## src/rtl/chroma_transform_pipe.sv

```systemverilog
// chroma_transform_pipe: five-stage luma-dependent nonlinear Cb/Cr transform
// with valid/ready back-pressure and an external synchronous mean/width LUT.
// Optional saturation counter: define CHROMA_SAT_CNT_EN to add sat_clr/sat_count.
module chroma_transform_pipe #(
  parameter int DATA_W    = 8,
  parameter int WID_W     = 8,
  parameter int WID_FRAC  = 6,
  parameter int K_L       = 125,
  parameter int K_H       = 188,
  parameter int CB_CENTER = 108,
  parameter int CR_CENTER = 154
) (
  input  logic              clk,
  input  logic              rst_n,
  input  logic              in_valid,
  output logic              in_ready,
  input  logic [DATA_W-1:0] in_y,
  input  logic [DATA_W-1:0] in_cb,
  input  logic [DATA_W-1:0] in_cr,
  output logic              lut_en,
  output logic [DATA_W-1:0] lut_y,
  input  logic [DATA_W-1:0] lut_mean_cb,
  input  logic [WID_W-1:0]  lut_wid_cb,
  input  logic [DATA_W-1:0] lut_mean_cr,
  input  logic [WID_W-1:0]  lut_wid_cr,
  output logic              out_valid,
  input  logic              out_ready,
  output logic [DATA_W-1:0] out_cb,
  output logic [DATA_W-1:0] out_cr
`ifdef CHROMA_SAT_CNT_EN
  ,
  input  logic              sat_clr,
  output logic [15:0]       sat_count
`endif
);

  localparam int DW1 = DATA_W + 1;
  localparam int PW  = DATA_W + WID_W + 1;
  localparam int SW  = PW + 1;

  localparam logic [DATA_W-1:0] KL  = DATA_W'(K_L);
  localparam logic [DATA_W-1:0] KH  = DATA_W'(K_H);
  localparam logic [DATA_W-1:0] CBC = DATA_W'(CB_CENTER);
  localparam logic [DATA_W-1:0] CRC = DATA_W'(CR_CENTER);

  logic adv;

  logic                     v0_q, v1_q, v2_q, v3_q, v4_q;
  logic [DATA_W-1:0]        y0_q, lut_y_q;
  logic [DATA_W-1:0]        cb0_q, cr0_q, cb1_q, cr1_q, cb2_q, cr2_q;
  logic [DATA_W-1:0]        cb3_q, cr3_q, cb4_q, cr4_q;
  logic                     pass1_q, pass2_q, pass3_q, pass4_q;
  logic signed [DW1-1:0]    dcb2_q, dcr2_q, dcb_d, dcr_d;
  logic [WID_W-1:0]         wcb2_q, wcr2_q;
  logic signed [PW-1:0]     pcb3_q, pcr3_q, pcb_d, pcr_d;
  logic signed [SW-1:0]     scb4_q, scr4_q, scb_d, scr_d;
  logic                     out_valid_q;
  logic [DATA_W-1:0]        out_cb_q, out_cr_q, out_cb_d, out_cr_d;
  logic [DATA_W:0]          clip_cb, clip_cr;
  logic                     sat_d;

  // Returns {saturated, clipped value} for a signed sum.
  function automatic logic [DATA_W:0] clip(input logic signed [SW-1:0] s);
    if (s[SW-1])
      clip = {1'b1, {DATA_W{1'b0}}};
    else if (|s[SW-2:DATA_W])
      clip = {1'b1, {DATA_W{1'b1}}};
    else
      clip = {1'b0, s[DATA_W-1:0]};
  endfunction

  assign adv       = !out_valid_q || out_ready;
  assign in_ready  = adv;
  assign lut_en    = adv;
  assign lut_y     = lut_y_q;
  assign out_valid = out_valid_q;
  assign out_cb    = out_cb_q;
  assign out_cr    = out_cr_q;

  // Stage arithmetic: difference, scaled product, shifted and re-centred sum, clip/select.
  always_comb begin
    dcb_d    = $signed({1'b0, cb1_q}) - $signed({1'b0, lut_mean_cb});
    dcr_d    = $signed({1'b0, cr1_q}) - $signed({1'b0, lut_mean_cr});
    pcb_d    = PW'(dcb2_q) * PW'($signed({1'b0, wcb2_q}));
    pcr_d    = PW'(dcr2_q) * PW'($signed({1'b0, wcr2_q}));
    scb_d    = SW'(pcb3_q >>> WID_FRAC) + SW'($signed({1'b0, CBC}));
    scr_d    = SW'(pcr3_q >>> WID_FRAC) + SW'($signed({1'b0, CRC}));
    clip_cb  = clip(scb4_q);
    clip_cr  = clip(scr4_q);
    out_cb_d = pass4_q ? cb4_q : clip_cb[DATA_W-1:0];
    out_cr_d = pass4_q ? cr4_q : clip_cr[DATA_W-1:0];
    sat_d    = !pass4_q && (clip_cb[DATA_W] || clip_cr[DATA_W]);
  end

  // S0/S1: register the pixel and LUT address, then flag the pass-through luma band.
  // The LUT reads lut_y on the edge that moves the pixel into S1, so its data lines
  // up with S1 and is consumed by the S1->S2 transfer.
  always_ff @(posedge clk or negedge rst_n) begin
    if (!rst_n) begin
      v0_q    <= 1'b0;
      y0_q    <= '0;
      cb0_q   <= '0;
      cr0_q   <= '0;
      lut_y_q <= '0;
      v1_q    <= 1'b0;
      cb1_q   <= '0;
      cr1_q   <= '0;
      pass1_q <= 1'b0;
    end else if (adv) begin
      v0_q    <= in_valid;
      y0_q    <= in_y;
      cb0_q   <= in_cb;
      cr0_q   <= in_cr;
      lut_y_q <= in_y;
      v1_q    <= v0_q;
      cb1_q   <= cb0_q;
      cr1_q   <= cr0_q;
      pass1_q <= (y0_q >= KL) && (y0_q <= KH);
    end
  end

  // S2/S3/S4: chroma minus mean with captured width, product, then shifted sum.
  always_ff @(posedge clk or negedge rst_n) begin
    if (!rst_n) begin
      v2_q    <= 1'b0;
      dcb2_q  <= '0;
      dcr2_q  <= '0;
      wcb2_q  <= '0;
      wcr2_q  <= '0;
      cb2_q   <= '0;
      cr2_q   <= '0;
      pass2_q <= 1'b0;
      v3_q    <= 1'b0;
      pcb3_q  <= '0;
      pcr3_q  <= '0;
      cb3_q   <= '0;
      cr3_q   <= '0;
      pass3_q <= 1'b0;
      v4_q    <= 1'b0;
      scb4_q  <= '0;
      scr4_q  <= '0;
      cb4_q   <= '0;
      cr4_q   <= '0;
      pass4_q <= 1'b0;
    end else if (adv) begin
      v2_q    <= v1_q;
      dcb2_q  <= dcb_d;
      dcr2_q  <= dcr_d;
      wcb2_q  <= lut_wid_cb;
      wcr2_q  <= lut_wid_cr;
      cb2_q   <= cb1_q;
      cr2_q   <= cr1_q;
      pass2_q <= pass1_q;
      v3_q    <= v2_q;
      pcb3_q  <= pcb_d;
      pcr3_q  <= pcr_d;
      cb3_q   <= cb2_q;
      cr3_q   <= cr2_q;
      pass3_q <= pass2_q;
      v4_q    <= v3_q;
      scb4_q  <= scb_d;
      scr4_q  <= scr_d;
      cb4_q   <= cb3_q;
      cr4_q   <= cr3_q;
      pass4_q <= pass3_q;
    end
  end

  // Output register: saturation and pass-through select land here.
  always_ff @(posedge clk or negedge rst_n) begin
    if (!rst_n) begin
      out_valid_q <= 1'b0;
      out_cb_q    <= '0;
      out_cr_q    <= '0;
    end else if (adv) begin
      out_valid_q <= v4_q;
      out_cb_q    <= out_cb_d;
      out_cr_q    <= out_cr_d;
    end
  end

`ifdef CHROMA_SAT_CNT_EN
  logic        out_sat_q;
  logic [15:0] sat_cnt_q;

  assign sat_count = sat_cnt_q;

  // Saturation flag travels with the output pixel; counter sticks at all-ones.
  always_ff @(posedge clk or negedge rst_n) begin
    if (!rst_n) begin
      out_sat_q <= 1'b0;
      sat_cnt_q <= '0;
    end else begin
      if (adv)
        out_sat_q <= sat_d;
      if (sat_clr)
        sat_cnt_q <= '0;
      else if (out_valid_q && out_ready && out_sat_q && (sat_cnt_q != '1))
        sat_cnt_q <= sat_cnt_q + 16'd1;
    end
  end
`else
  logic unused_sat;
  assign unused_sat = sat_d;
`endif

endmodule
```

## config.mk

```make
export PLATFORM = sky130hd
export DESIGN_NAME = chroma_transform_pipe
export DESIGN_NICKNAME = d
export VERILOG_FILES = /design/src/rtl/chroma_transform_pipe.sv
export SDC_FILE = /design/constraint.sdc
export NUM_CORES = 1
export LEC_CHECK = 0
export ABC_AREA = 1
export BUFFER_PORTS_ARGS = -buffer_cell sky130_fd_sc_hd__buf_2
export CORE_ASPECT_RATIO = 0.5
export CORE_MARGIN = 2
export CORE_UTILIZATION = 56
export DETAILED_ROUTE_END_ITERATION = 8
export PLACE_DENSITY = 0.75
export SLEW_MARGIN = 20
export SYNTH_ARGS = -nofsm -noshare
export SYNTH_HDL_FRONTEND = slang
export SYNTH_SLANG_ARGS = --single-unit
```

## constraint.sdc

```tcl
create_clock -name clk -period 6.3 [get_ports clk]
set_input_delay 0.63 -clock clk [delete_from_list [all_inputs] [get_ports clk]]
set_output_delay 0.63 -clock clk [all_outputs]
set_load 0.02 [all_outputs]
```

==> flow_summary.toml, run 1 <==
[min_path]
hold_path_class = "in -> async"

[synthesis]
synth_cell_types = 35
ys_seq_elements = 194
yosysSeqAreaShare_pct = 34.1
yosys.area.top_type = "dfrtp_1"
yosys_warnings = 0
syn_nets = 2084
yosys-top-cells-area = "dfrtp_1 34%, nand2_1 17%, fa_1 16%"
synthesis.area_um2 = 14200
synth_top_area_share_pct = 34.1
avgSynthCellArea_um2 = 7.78
synth_ff_type = "dfrtp_1"
synth_edf_count = 0
async_reset_ff_share_pct = 100
synthCells = 1832

[worst_setup_path]
criticalPathCategory = "reg -> reg"
worstSetupStartpoint = "dcb2_q[8]$_DFFE_PN0P_"
reg2regPathDepth = 18
worstPathArrival_ps = 4900
cp-end-kind = "flop"
r2r-start = "dcb2_q[8]$_DFFE_PN0P_"
worstPathRequired_ps = 6630
crit_fanout = 9
start_kind = "flop"

[cts]
tritoncts = "yes"
cts_made_buffers = 17
cts_sinks = 194
worst_skew_pair.late_latency_ps = 450
ctsResizeCount = 0
cts_buffer_depth = 2
cts.clk_slew.worst_paths_ps = 80
cts_hold_buffers = 0
cts_setup_buffers = 0
cts_root_buf = "clkbuf_16"
cts-htree-levels = 4

[detailed_routing]
first_iter_violations = 785
ant_nets = 0
drt_pass1_iterations = 5
vias = 10900
drcViolationCount = 0
wire_per_inst_um = 13.5
vias_per_cell = 4.91
wirelength_um = 29900

[placed_design]
port_buffers = 86
place_inst = 2187
gp_congestion = 0.899
dp_hpwl_um = 21900
pre_cts_slack_ps = 1800

[floorplan]
initial_core_util_pct = 56.8
die_x_um = 230
die_y_um = 117
dieArea_um2 = 26800
rows = 41
core_area_um2 = 25100
io_pins = 87

[timing]
fmax_mhz = 219
slew_headroom_pct = 38.1
rsz0062_at_grt = "no"
finalWorstSetupSlack_ps = 1740
period_share_pct = 72.4
hold_viol_final = 0
finalSetupViolations = 0
finalClockSkew_ps = 11.7
worstMarginPinSlew_ps = 929
timing.final.crit_period_ps = 4560
drv_slew = 0
setup_tns_ps = 0

[cells_and_area]
most-common-layout-cells = "663 x nand2_1, 344 x inv_1, 194 x dfrtp_1"
final_nets = 2114
antenna_cells = 0
final_common_cell = "nand2_1"
instances_no_fill = 2219
fillCellCount = 2241
drive_gt1_share_pct = 8.43
area_growth_pct = 7.64

[grt]
busiest_layer = "met2"
grt_overflow = 0
grt_util_met1_pct = 33.2
antenna_found_initial = 0
grt_usage_pct = 24.1
grt.met2_usage_pct = 40.7
grt_pass1_vias = 10600
grt_pass1_wl_um = 51500
use_met3_pct = 4.17
grt_start_max_net_pins = 201

[outcome]
run_status = "complete, no violations"

[run]
drv_cap = 0
cells in the mapped netlist (6+ instances only):
library cell    n
nand2_4        11
nor2_1         64
nand2_1       663
buf_2          28
o21ai_1        12
a21oi_1        73
xor2_1          7
dfrtp_1       194
nand3b_1        8
fa_1          116
xnor2_1         7
nand4_1         7
a31oi_1         8
inv_1         344
nand2_2        11
buf_4          14
o21ai_0        69
nand3_1        50
ha_1           76
clkbuf_1       35
or2_2           6
area by class of cell:
type | count | area, um2 | area share (%)
Timing Repair Buffer | 90 | 482 | 3.14
Clock inverter | 10 | 98.8 | 0.645
Sequential cell | 194 | 4850 | 31.7
Inverter | 350 | 1320 | 8.60
Clock buffer | 22 | 464 | 3.03
Multi-Input combinational cell | 1209 | 7690 | 50.1
Tap cell | 344 | 430 | 2.81
kinds of logic after synthesis:
family	Yosys count	synth area share, %
simple gates	828	23.6
buf+inv	429	12.0
flops	194	34.1
fa+ha+maj	192	23.0
compound gates	175	6.43
xor+xnor	14	0.861
worst max-delay path, stage by stage (launching register included):
cell and delay [ps]:
dfrtp_1 490, nand2_1 160, inv_1 90, fa_1 630, inv_1 140, fa_1 550, inv_1 60, fa_1 540
inv_1 60, fa_1 540, inv_1 50, ha_1 340, nand2_1 100, nor4_1 360, nand2_2 90, nand2_1 60
nand2_1 40, nand3_1 60, nand2_1 70
path summary, 6_finish.rpt:
| kind | to | slack (ps) |
|---|---|---|
| worst max-delay path | pcb3_q[15]$_DFFE_PN0P_ | 1740 |
| worst min-delay path | wcr2_q[1]$_DFFE_PN0P_ | 200 |
| worst max register to register | pcb3_q[15]$_DFFE_PN0P_ | 1740 |
| worst min register to register | cb4_q[4]$_DFFE_PN0P_ | 470 |
| max in group asynchronous | wcb2_q[3]$_DFFE_PN0P_ | 4700 |
| min in group clk | wcr2_q[2]$_DFFE_PN0P_ | 370 |
through the flow:
step | hold slack (ps) | cell area, um2 | utilization, %
3_5_place_dp | 446 | 14800 | 58.9
2_1_floorplan | 334 | 14200 | -
5_1_grt | 240 | 15300 | 61.1
4_1_cts | 217 | 15300 | 61.1
6_report | 200 | 15300 | 61.1
3_3_place_gp | 446 | 14800 | 58.9
state kept, by name, indices dropped and copies added, names as in the netlist, 9 cells and up:
name and flops:
dcb2_q 9, dcr2_q 9, pcb3_q 11, pcr3_q 11, scb4_q 12, scr4_q 12
routing by layer:
metal / wire length, um / part of all wire [%]
met4: 423 / 1.4
met2: 14200 / 48
met1: 14100 / 47
met3: 1090 / 3.6
met5: 0 / 0
Power of run 1 is left out: the tool's default activity adds up to more than one toggle a clock period on the data nets, which glitch-free logic cannot reach.
==> inputs of run 2 (changes only) <==
--- a/config.mk
+++ b/config.mk
@@ -11,7 +11,7 @@
 export CORE_MARGIN = 2
 export CORE_UTILIZATION = 56
 export DETAILED_ROUTE_END_ITERATION = 8
-export PLACE_DENSITY = 0.75
+export PLACE_DENSITY = 0.78
 export SLEW_MARGIN = 20
 export SYNTH_ARGS = -nofsm -noshare
 export SYNTH_HDL_FRONTEND = slang
==> constraint.sdc (replaced) <==
create_clock -name clk -period 3.75 [get_ports clk]
set_input_delay 0.375 -clock clk [delete_from_list [all_inputs] [get_ports clk]]
set_output_delay 0.375 -clock clk [all_outputs]
set_load 0.02 [all_outputs]
==> run 2 against run 1 <==
The run now ends with setup timing left; core utilization rose by 8.1 points; sequential share of layout area fell by 3.6 points; non-clock buffer count rose by 127; via count rose by 9.1%; final cell count rose by 5.7%; worst setup slack got worse by 2100 ps; wire length rose by 11%; die area did not move; hold slack got worse by 75 ps; global-route usage rose by 0.94 points; clock skew fell by 1.2 ps; maximum frequency rose by 11%; critical path type unchanged; critical endpoint is now pcb3_q[13]$_DFFE_PN0P_; largest cell class unchanged; highest routed layer unchanged.
==> flow_summary.toml, run 2 (same netlist as run 1, synthesis figures left out) <==
[floorplan]
initial_core_util_pct = 56.8
core_area_um2 = 25100
io_pins = 87
die_y_um = 117
dieArea_um2 = 26800
rows = 41
die_x_um = 230

[cells_and_area]
most-common-layout-cells = "621 x nand2_1, 302 x inv_1, 173 x dfrtp_1"
final_common_cell = "nand2_1"
top_regs = "scb4_q x12, scr4_q x12"
fillCellCount = 1889
area_growth_pct = 21.9
multi_input_area_um2 = 8580
antenna_cells = 0
drive_gt1_share_pct = 23.4
final_nets = 2241
final-seq-area_um2 = 4880

[worst_setup_path]
cp-end-kind = "flop"
worstPathArrival_ps = 4450
crit_fanout = 8
worstPathRequired_ps = 4080
criticalPathCategory = "reg -> reg"
start_kind = "flop"

[detailed_routing]
wirelength_um = 33200
ant_nets = 0
wire_per_inst_um = 14.2
vias_per_cell = 5.07
first_iter_violations = 1081
drt_pass1_iterations = 5
vias = 11900
drcViolationCount = 0

[cts]
cts_root_buf = "clkbuf_16"
tritoncts = "yes"
worst_skew_pair.late_latency_ps = 440
cts_made_buffers = 17
cts-htree-levels = 4
cts_sinks = 194
cts.clk_slew.worst_paths_ps = 80
cts_buffer_depth = 2

[timing]
slew_headroom_pct = 41.6
hold_viol_final = 0
worstMarginPinSlew_ps = 876
timing.final.crit_period_ps = 4120
finalClockSkew_ps = 10.5
rsz0062_at_grt = "yes"
holdWs_ps = 125
drv_slew = 0
finalSetupViolations = 20
finalWorstSetupSlack_ps = -368
period_share_pct = 110
fmax_mhz = 243

[grt]
grt_start_max_net_pins = 200
grt_pass1_wl_um = 53800
grt_pass1_vias = 11200
grt_overflow = 0
antenna_found_initial = 0
grt_usage_pct = 25.0

[outcome]
run_status = "complete, but fails checks"
violations = "setup timing"

[run]
drv_cap = 0

[placed_design]
port_buffers = 86
dp_hpwl_um = 23000
gp_congestion = 0.899

[min_path]
hold_path_class = "in -> reg"
-- run 2: cell types whose count changed in the layout (fill, tap and decap cells not counted), moves of 17 or more --
cell     previous run  this run
inv_2               4        40
inv_1             344       302
dfrtp_1           194       173
nand2_1           663       621
ha_4                0        22
a21oi_1            73        55
buf_4               3        98
buf_6               0        29
nand2_4            11        33
dfrtp_2             0        21
nand2_2            11        28
ha_1               76        54
-- run 2: metrics by stage --
| stage | instance area [um2] | setup TNS [ps] | cells | utilization (%) | worst slack (ps) |
|---|---|---|---|---|---|
| 4_1_cts | 16900 | -2350 | 2330 | 67.3 | -262 |
| 6_report | 17400 | -3490 | 2346 | 69.2 | -368 |
| 3_5_place_dp | 15900 | -4700 | 2279 | 63.2 | -411 |
| 5_1_grt | 17400 | -6340 | 2346 | 69.2 | -544 |
| 2_1_floorplan | 14700 | -545 | 1832 | - | -195 |
| 3_3_place_gp | 15900 | -3490 | 2279 | 63.2 | -349 |
-- run 2: critical path: stages, from the launching register on --
cell     delay [ps]
dfrtp_2         490
nand2_4         110
inv_4            40
fa_1            540
inv_2            80
fa_1            490
inv_1            50
fa_1            500
inv_1            50
fa_1            510
inv_2            60
ha_4            310
nand2_4          80
buf_4           160
nor2_4          100
nand3_1         110
nand2_1         120
nand2_1          70
nand3_1          70
nand2_1          70
-- run 2: area by class of cell --
| cell class | count | share of cell area [%] |
|---|---|---|
| tap | 344 | 2.48 |
| clock buffer | 17 | 2.45 |
| inverter | 350 | 7.68 |
| sequential | 194 | 28.1 |
| multi-input combinational | 1209 | 49.4 |
| clock inverter | 15 | 0.836 |
| timing repair buffer | 217 | 9.05 |
-- run 2: per-layer routing --
metal	global-route usage, %	up-vias	routed length, um
li1	-	5803	-
met1	33.3	5721	14500
met2	43.2	289	16400
met3	3.56	77	1310
met4	8.27	0	1050
met5	0	-	0
-- run 2: path summary, 6_finish.rpt --
kind	start	to	slack, ps	cells after the start
max	dcb2_q[8]$_DFFE_PN0P_	pcb3_q[13]$_DFFE_PN0P_	-370	19
min	lut_wid_cr[0]	wcr2_q[0]$_DFFE_PN0P_	130	3
max reg2reg	dcb2_q[8]$_DFFE_PN0P_	pcb3_q[13]$_DFFE_PN0P_	-370	19
min reg2reg	v4_q$_DFFE_PN0P_	out_valid$_DFFE_PN0P_	450	2
max in group asynchronous	rst_n	dcb2_q[5]$_DFFE_PN0P_	2270	3
min in group asynchronous	rst_n	cr1_q[1]$_DFFE_PN0P_	500	2
-- run 2: timing repair --
item / in CTS / in global routing
pin swaps: 86 / 85
hold buffers: 1 / 0
gates resized for setup: 90 / 102
endpoints found under the hold margin: 68 / 0
setup buffers: 19 / 20
endpoints found under the setup margin: 22 / 22
Power of run 2 is left out for the same reason.
==> inputs of run 3 (changes only) <==
--- a/config.mk
+++ b/config.mk
@@ -7,8 +7,6 @@
 export LEC_CHECK = 0
 export ABC_AREA = 1
 export BUFFER_PORTS_ARGS = -buffer_cell sky130_fd_sc_hd__buf_2
-export CORE_ASPECT_RATIO = 0.5
-export CORE_MARGIN = 2
 export CORE_UTILIZATION = 56
 export DETAILED_ROUTE_END_ITERATION = 8
 export PLACE_DENSITY = 0.78
==> run 3 against run 2 <==
The run ends with DRC, setup timing left; clock-buffer cell count stayed put; die area is 2.7% lower; wire length is 0.96% higher; register-to-register slack worse by 50 ps; global-route usage is 1.7 points higher; final area is 1.1% lower; hold slack worse by 130 ps; highest routed layer unchanged.
==> flow_summary.toml, run 3 (same netlist as run 1, synthesis figures left out) <==
[worst_setup_path]
crit_buf_inv = 7
cpPeakStageDelay_ps = 600
criticalPathCategory = "reg -> reg"
crit_slowest_cell = "fa_2"
worstPathArrival_ps = 4490
worstPathRequired_ps = 4070
crit_chain = "nand2_4 -> inv_4 -> fa_2 -> inv_2 -> buf_6 -> fa_1 -> inv_1 -> fa_1 -> inv_1 -> fa_1 -> inv_2 -> ha_4 -> nand2_4 -> buf_12 -> nor2_4 -> nand4_1 -> nand2_1 -> nand2_1 -> nand3_1 -> nand2_1"
path_delay_family = "adder cells"
start_kind = "flop"
reg2reg_to = "pcb3_q[14]$_DFFE_PN0P_"
r2r_slack_ps = -410
cp-end-kind = "flop"
reg2regPathDepth = 20
crit_fanout = 8
r2r-start = "dcb2_q[8]$_DFFE_PN0P_"

[grt]
grt_start_max_net_pins = 200
antenna_found_initial = 0
grt_pass1_vias = 12100
grt_pass1_wl_um = 56000
grt_overflow = 0
grt_usage_pct = 26.7

[cts]
cts_hold_buffers = 0
cts_made_buffers = 17
cts-htree-levels = 4
cts_buffer_depth = 2
cts_sinks = 194
cts.clk_slew.worst_paths_ps = 80
tritoncts = "yes"
cts_root_buf = "clkbuf_16"
worst_skew_pair.late_latency_ps = 440

[timing]
rsz0062_at_grt = "yes"
finalWorstSetupSlack_ps = -414
drv_slew = 0
fmax_mhz = 240
finalSetupViolations = 21
hold_viol_final = 0
finalClockSkew_ps = 15.6
worstMarginPinSlew_ps = 912
period_share_pct = 111
slew_headroom_pct = 39.2
timing.final.crit_period_ps = 4160

[floorplan]
die_y_um = 161
die_x_um = 161
rows = 58
dieArea_um2 = 26100
io_pins = 87
core_area_um2 = 25000
initial_core_util_pct = 56.9

[placed_design]
dp_hpwl_um = 23400
dpl_cell_area_um2 = 15800
gp_congestion = 0.873
port_buffers = 86
pre_cts_slack_ps = -405

[run]
drv_cap = 0

[cells_and_area]
top_regs = "scb4_q x12, scr4_q x12"
most-common-layout-cells = "631 x nand2_1, 311 x inv_1, 176 x dfrtp_1"
antenna_cells = 0
drive_gt1_share_pct = 21.6
fin_area_um2 = 17200
utilization_pct = 68.6
area_growth_pct = 20.6
final_nets = 2227
final_common_cell = "nand2_1"

[outcome]
run_status = "complete, but fails checks"
violations = "DRC, setup timing"

[min_path]
hold_path_class = "in -> async"

[detailed_routing]
vias = 11900
wirelength_um = 33500
drcViolationCount = 1
first_iter_violations = 910
vias_per_cell = 5.12
wire_per_inst_um = 14.5
drt_pass1_iterations = 7
ant_nets = 0
run 3: cell count changes in the layout (fill, tap and decap cells not counted), sizes merged:
cell	change
clkinv	+5
clkinvlp	-5
buf	-13
dlygate4sd3	-1
run 3: stage by stage:
stage          TNS [ps]  instances  hold slack (ps)
3_3_place_gp      -3980       2260              435
4_1_cts           -3620       2302             25.5
3_5_place_dp      -5120       2260              438
2_1_floorplan      -545       1832             79.4
6_report          -4480       2318            0.146
5_1_grt           -8140       2318             57.2
run 3: timing repair:
| action | in CTS | in global routing |
|---|---|---|
| pin swaps | 47 | 48 |
| endpoints found under the setup margin | 20 | 22 |
| resized for setup | 79 | 65 |
| buffers inserted | 10 | 18 |
run 3: worst max path at each step:
stage	cells past startpoint	slack, ps	from	endpoint
6_report	20	-410	dcb2_q[8]$_DFFE_PN0P_	pcb3_q[14]$_DFFE_PN0P_
5_1_grt	20	-590	dcb2_q[8]$_DFFE_PN0P_	pcb3_q[14]$_DFFE_PN0P_
4_1_cts	19	-330	dcb2_q[8]$_DFFE_PN0P_	pcb3_q[16]$_DFFE_PN0P_
3_5_place_dp	18	-410	dcb2_q[8]$_DFFE_PN0P_	pcb3_q[16]$_DFFE_PN0P_
3_3_place_gp	18	-340	dcb2_q[8]$_DFFE_PN0P_	pcb3_q[16]$_DFFE_PN0P_
2_1_floorplan	19	-200	dcb2_q[8]$_DFFE_PN0P_	pcb3_q[16]$_DFFE_PN0P_
run 3: cell type report:
cell class                 count  area (um2)
sequential                   194        4880
tap                          330         413
multi-input combinational   1209        8510
timing repair buffer         203        1420
inverter                     350        1330
clock buffer                  17         425
clock inverter                15         203
fill                        1987        7860
run 3: per-layer routing:
metal  routed length, um  vias up  track usage [%]
met5                   0        -                0
met4                1050        0             9.22
met3                1020       66             3.16
met2               17000      250             47.6
met1               14400     5784             33.5
li1                    -     5769                -
Power of run 3 is left out for the same reason.
